$ cat src/rtl/i2c_slave_tx_seq.sv
// rtl/i2c_slave_tx_seq.sv - I2C slave read-path transmit sequencer; I2C_SLAVE_TX_CLK_STRETCH_EN enables clock stretching on TX buffer empty
// Drives load/shift of an MSB-first, all-ones-reset shift register and gates SDA per bit.
module i2c_slave_tx_seq #(
    parameter int DATA_BITS = 8
) (
    input  logic                 clk,
    input  logic                 rst,
    input  logic                 tx_start,
    input  logic                 scl_rise,
    input  logic                 scl_fall,
    input  logic                 start_detect,
    input  logic                 stop_detect,
    input  logic                 sda_in,
    input  logic [DATA_BITS-1:0] tx_data,
    input  logic                 tx_valid,
    output logic                 tx_ready,
    output logic [DATA_BITS-1:0] sr_data,
    output logic                 sr_load,
    output logic                 sr_shift,
    output logic                 sda_drive_en,
    output logic                 scl_hold,
    output logic                 master_ack,
    output logic                 master_nack,
    output logic                 underrun,
    output logic                 busy
);
    localparam int CNT_W = $clog2(DATA_BITS);
    localparam logic [CNT_W-1:0] LAST_BIT = CNT_W'(DATA_BITS - 1);

    typedef enum logic [2:0] {
        IDLE,
        FETCH,
        DRIVE,
        ACK_WAIT,
        ACK_HOLD
    } state_t;

    state_t           state;
    state_t           state_nxt;
    logic [CNT_W-1:0] bit_cnt;
    logic             ack_ok;
    logic             abort;
    logic             fetch_go;
    logic             last_bit;
    logic             starved;

    // A bus START/STOP outranks every other event and suppresses all side effects
    assign abort    = (start_detect | stop_detect) && (state != IDLE);
    assign last_bit = (bit_cnt == LAST_BIT);
    assign starved  = (state == FETCH) && !tx_valid && !abort;

`ifdef I2C_SLAVE_TX_CLK_STRETCH_EN
    assign fetch_go = tx_valid;
`else
    // Without stretching, an empty buffer still loads: the master reads all ones
    assign fetch_go = 1'b1;
`endif

    assign tx_ready = (state == FETCH) && tx_valid && !abort;
    assign sr_load  = (state == FETCH) && fetch_go && !abort;
    assign sr_data  = tx_valid ? tx_data : '1;
    assign sr_shift = (state == DRIVE) && scl_fall && !last_bit && !abort;

    always_comb begin
        state_nxt = state;
        if (abort) begin
            state_nxt = IDLE;
        end else begin
            case (state)
                IDLE:     if (tx_start) state_nxt = FETCH;
                FETCH:    if (fetch_go) state_nxt = DRIVE;
                DRIVE:    if (scl_fall && last_bit) state_nxt = ACK_WAIT;
                ACK_WAIT: if (scl_rise) state_nxt = ACK_HOLD;
                ACK_HOLD: if (scl_fall) state_nxt = ack_ok ? FETCH : IDLE;
                default:  state_nxt = IDLE;
            endcase
        end
    end

    always_ff @(posedge clk or posedge rst) begin
        if (rst) begin
            state        <= IDLE;
            bit_cnt      <= '0;
            ack_ok       <= 1'b0;
            sda_drive_en <= 1'b0;
            scl_hold     <= 1'b0;
            master_ack   <= 1'b0;
            master_nack  <= 1'b0;
            underrun     <= 1'b0;
            busy         <= 1'b0;
        end else begin
            state        <= state_nxt;
            busy         <= (state_nxt != IDLE);
            // Drive enable rises together with the freshly loaded MSB
            sda_drive_en <= (state_nxt == DRIVE);
            master_ack   <= 1'b0;
            master_nack  <= 1'b0;

            if (sr_load) begin
                bit_cnt <= '0;
            end else if (sr_shift) begin
                bit_cnt <= bit_cnt + 1'b1;
            end

            if ((state == ACK_WAIT) && scl_rise && !abort) begin
                ack_ok      <= !sda_in;
                master_ack  <= !sda_in;
                master_nack <= sda_in;
            end

`ifdef I2C_SLAVE_TX_CLK_STRETCH_EN
            scl_hold <= starved;
            underrun <= 1'b0;
`else
            scl_hold <= 1'b0;
            underrun <= starved;
`endif
        end
    end
endmodule

$ cat config.mk
export PLATFORM = sky130hd
export DESIGN_NAME = i2c_slave_tx_seq
export DESIGN_NICKNAME = d
export VERILOG_FILES = /design/src/rtl/i2c_slave_tx_seq.sv
export SDC_FILE = /design/constraint.sdc
export NUM_CORES = 1
export LEC_CHECK = 0
export BUFFER_PORTS_ARGS = -buffer_cell sky130_fd_sc_hd__clkbuf_2
export CORE_UTILIZATION = 38
export DETAILED_ROUTE_END_ITERATION = 7
export HOLD_SLACK_MARGIN = 0.1
export PLACE_DENSITY = 0.72
export SLEW_MARGIN = 20
export SYNTH_ARGS = -nofsm -noshare
export SYNTH_HDL_FRONTEND = slang
export SYNTH_SLANG_ARGS = --single-unit
$ cat constraint.sdc
create_clock -name clk -period 1.8 [get_ports clk]
set_clock_uncertainty 0.05 [all_clocks]
set_input_delay 0.36 -clock clk [delete_from_list [all_inputs] [get_ports clk]]
set_output_delay 0.36 -clock clk [all_outputs]
set_load 0.1 [all_outputs]
======== After elaboration in Yosys (flattened, before gate mapping) ========
Cells that the tools add are included.
W data, S select, Z words.
operators by class
  add/subtract/negate cells ............... 1
  eq/ne operators ......................... 6
  mux-type cells .......................... 12
  bitwise operators ....................... 1
  reductions and logical operators ........ 20
operator list
  kind                   count
  $mux W3                7
  $pmux W3 S5            1
  $logic_and A1 B1 Y1    12
  $eq A3 B2 Y1 const B   3
  $mux W8                1
  $eq A3 B3 Y1 const B   2
  $reduce_bool A3 Y1     2
  $logic_not A1 Y1       4
  $add A3 B1 Y3 const B  1
  $eq A3 B1 Y1 const B   1
  $logic_not A3 Y1       1
  $mux W1                3
  $reduce_bool A2 Y1     1
  $or A1 B1 Y1           1
word-level totals
  flip-flop bits (word level) ............. 12
  input port bits ......................... 17
  output and inout port bits .............. 17
  logic and storage cells ................. 48

======== Depth between registers and ports, before layout ========
  word-level depth ........................ 6
  gate-level depth with buffers ........... 6
  gate-level depth less buffers ........... 6

======== Worst setup path before layout ========
OpenSTA, ideal clock, no wires.
  path type ............................... reg-to-output
  start ................................... reg state[2]
  end ..................................... out tx_ready
  arrival time ............................ 2.984 ns
  required time ........................... 1.390 ns
  setup slack ............................. -1.594 ns
  cell stages (with the launch flop) ...... 4
  path buffers ............................ 0
  cell sequence ........................... dfrtp_1 > or3_4 > nor3b_2 > and2_1
between the ends
  word-level cells in the longest chain between the ends .. 4
  elaborated cells on any way between the ends .. 6
  classes of those cells .................. eq/ne: 1; reduce/logical: 5
ends and longest elaborated chain
  item                    RTL line  text
  start, declared         38        state_t state;
  start signal, assigned  92        state <= state_nxt;
  $reduce_bool A3 Y1      48        assign abort = (start_detect | stop_detect) && (state != IDLE);
  $logic_and A1 B1 Y1     48
  $logic_not A1 Y1        59        assign tx_ready = (state == FETCH) && tx_valid && !abort;
  $logic_and A1 B1 Y1 *   59
  end, declared           16        output logic tx_ready,
Every way passes the cells marked *; elsewhere a longest branch is shown, timed or not.

======== Worst setup path in the final report ========
  start ................................... reg bit_cnt[1]
  end ..................................... out sr_shift
between the ends
  word-level cells in the longest chain between the ends .. 4
ends and longest elaborated chain
  item                               RTL line  text
  start, declared                    40        logic [CNT_W-1:0] bit_cnt;
  start signal, assigned             102       bit_cnt <= bit_cnt + 1'b1;
  $eq A3 B3 Y1                       49        assign last_bit = (bit_cnt == LAST_BIT);
  $logic_not A1 Y1                   62        assign sr_shift = (state == DRIVE) && scl_fall && !last_bit && !abort;
  $logic_and A1 B1 Y1 (2 in series)  62
  end, declared                      19        output logic sr_shift,
No other way between the ends.

==> impl_metrics.csv <==
group,metric,value,unit
outcome,run_status,"finished, violations left",
outcome,violations,"setup timing",
clocking,ctsLongestPathBuffers,2,
grt,gr-total-overflow,0,
die,die-area,1875,um^2
drt,drtPass1Iterations,4,
die,start_util,42.05,%
clocking,path_clk_slew,0.07,ns
timing,finalSetupTns,-0.8097,ns
drt,dr_total_vias,622,
hold_path,hp-class,"input port to flip-flop",
critical_path,end_kind,"output pin",
grt,grtUsageTotal,19.70,%
timing,fin_ws,-0.3248,ns
die,io_pins,34,
logic_synthesis,syn_area_per_cell,10.45,um^2
grt,antenna_found_initial,0,
pwr,power_frac_comb,41.0,%
critical_path,crit_chain,"ha_2 > ha_4 > or2b_1 > nor4_4 > buf_12",
critical_path,worstSetupStartpointType,"flip-flop",
final_layout,fin_cells,126,
timing,slew_headroom,64.20,%
pwr,netSwitchingFraction,40.24,%
logic_synthesis,syn_nets,81,
drt,drc,0,
final_layout,nets,130,
logic_synthesis,ys_types,27,
timing,period_minus_slack,2.125,ns
clocking,cts_tree,"yes",
pwr,power_leakage,0.5684,nW
die,die_w,43.30,um
drt,drtIter0Drc,5,
drt,wl_per_cell,13.12,um
timing,rsz0062_at_grt,"true",
final_layout,num-fill-cells,132,
placement,portBuffers,32,
flow_run,cap_viol_max_count,0,
logic_synthesis,synthCells,62,
die,core_area,1541,um^2
pwr,internal-power,535.0,uW
pwr,ir_drop,0.7702,mV
timing,fin_crit_sh,118.0,%
logic_synthesis,synth_warnings,0,
grt,grt_pass1_vias,570,
critical_path,arrival,1.71,ns
logic_synthesis,synthArstFlopShare,100.0,%
clocking,root_buffer,"clkbuf_4",
final_layout,drive_above_1_share,54.55,%
drt,avgViaCountPerCell,4.937,
placement,gp_congestion,0.8046,
logic_synthesis,synthesis.area,648.1,um^2
critical_path,crit_type,"flip-flop to output pin",
grt,grt_pass1_wl,2.635,mm
critical_path,required,1.39,ns
logic_synthesis,synth_edf_count,0,
placement,hpwl,1.232,mm
timing,fmax,0.4706,GHz
clocking,cts_sinks,12,
critical_path,critPathSlowestCell,"dfrtp_1",
final_layout,mostFrequentLayoutCell,"clkbuf_2",
final_layout,mostFrequentLayoutCells,"21 x clkbuf_2, 18 x buf_4, 12 x dfrtp_1",
clocking,clock_latency,0.27,ns
placement,dp_cells,115,
grt,grt_max_degree,13,
pwr,p_sw,360.3,uW
pwr,power_frac_seq,35.5,%
die,rows,14,
pwr,totalPowerFinal,895.3,uW
timing,setup_violations,6,
timing,drv_slew,0,
critical_path,worstPathMaxFanout,2,
clocking,cts_made_buffers,3,
die,die_h,43.30,um
drt,drtAntennaViolNets,0,
timing,holdWs,0.2264,ns
pwr,powerDensity,821.5,nW/um^2
logic_synthesis,synth_flop_cell,"dfrtp_1",
drt,wirelength,1.653,mm
pwr,clkPwrFrac,23.5,%
logic_synthesis,ys_seq_area_share,46.33,%
final_layout,diodes,0,
clocking,cts-htree-levels,1,
logic_synthesis,ys_seq_elements,12,
final_layout,syn2layout_area_growth,68.15,%
timing,timing_hold_violations_final,0,
critical_path,max_stage_delay,0.38,ns
timing,worstMarginPinSlew,0.5393,ns
-- power by group through the flow --
stage               sequential, mW  combinational (mW)  clock [mW]
floorplan                    0.381               0.195           0
global placement             0.322               0.343           0
detailed placement           0.324               0.352           0
CTS                          0.318               0.364       0.217
global route                 0.322               0.384       0.232
finish                       0.318               0.367       0.211
-- stage by stage --
step                setup slack [ns]  area (um^2)  util (%)
floorplan                    -0.9255        660.6         -
global placement             -0.1335        970.9     62.99
detailed placement           -0.1743        970.9     62.99
CTS                          -0.3291         1077     69.89
global route                 -0.4176         1090     70.70
finish                       -0.3248         1090     70.70
-- per-layer routing --
metal	GRT usage, %	up-vias	part of all wire, %
li1	-	307	-
met1	23.39	296	40
met2	35.52	17	55
met3	6.809	2	4.7
met4	1.818	0	0.54
met5	0	-	0
-- logic make-up (layout without fill, tap and decap cells) --
| kind of cell | Yosys count | count (layout) | synth area share [%] |
|---|---|---|---|
| buffers and inverters | 7 | 55 | 4.826 |
| flip-flops | 12 | 12 | 46.33 |
| AO/OA/AOI/OAI | 9 | 9 | 10.23 |
| other | 1 | 1 | 0.5786 |
| multiplexers | 3 | 3 | 5.405 |
| adder cells (fa/ha/maj) | 2 | 2 | 3.860 |
| AND/OR/NAND/NOR | 28 | 28 | 28.76 |
-- Yosys cell counts, drive strengths merged (2+ instances only) --
cell / count / share of area [%]
a31oi: 2 / 1.9
nor3b: 2 / 3.1
nand2: 2 / 1.2
mux2i: 2 / 3.1
and3: 2 / 1.9
o21ai: 2 / 1.5
a22o: 2 / 3.1
inv: 5 / 2.9
nand2b: 8 / 7.7
nor2b: 3 / 2.9
dfrtp: 12 / 46
ha: 2 / 3.9
and2: 2 / 1.9
nor2: 4 / 2.3
-- timing repair --
item                                   in CTS  in global routing
pin swaps                                   3                  0
endpoints found under the hold margin      12                  0
hold buffers                                1                  0
buffers inserted                            6                  1
setup endpoints to repair                   6                  7
resized for setup                           5                  1
-- flip-flops by register name, summed over array words and instances (netlist names) --
signal / cells
ack_ok: 1
bit_cnt: 3
busy: 1
master_ack: 1
master_nack: 1
sda_drive_en: 1
state: 3
underrun: 1
-- path summary, 6_finish.rpt --
path / from / end / slack, ns / cells past startpoint
min in group asynchronous: rst / underrun$_DFF_PP0_ / 0.57 / 3
hold / removal: sda_in / master_ack$_DFF_PP0_ / 0.23 / 2
hold reg to reg: ack_ok$_DFFE_PP0P_ / ack_ok$_DFFE_PP0P_ / 0.52 / 2
setup / recovery: bit_cnt[1]$_DFFE_PP0P_ / sr_shift / -0.32 / 5
max in group asynchronous: rst / bit_cnt[0]$_DFFE_PP0P_ / 0.81 / 3
setup reg to reg: bit_cnt[1]$_DFFE_PP0P_ / bit_cnt[0]$_DFFE_PP0P_ / -0.08 / 7
-- area by class of cell --
| class | count | area [um^2] | area share, % |
|---|---|---|---|
| repair buffers | 46 | 361.6 | 33.18 |
| multi-input cells | 43 | 352.8 | 32.38 |
| flip-flops and latches | 12 | 300.3 | 27.55 |
| clock buffers | 4 | 36.28 | 3.329 |
| well taps | 16 | 20.02 | 1.837 |
| inverters | 5 | 18.77 | 1.722 |
-- critical path, delay by kind of cell (launching register included) --
| kind | cells | cell delay (ns) |
|---|---|---|
| AND/OR/NAND/NOR | 2 | 0.48 |
| flip-flops | 1 | 0.38 |
| buffers and inverters | 1 | 0.22 |
| adder cells (fa/ha/maj) | 2 | 0.36 |
Power figures use the tool's default switching activity.
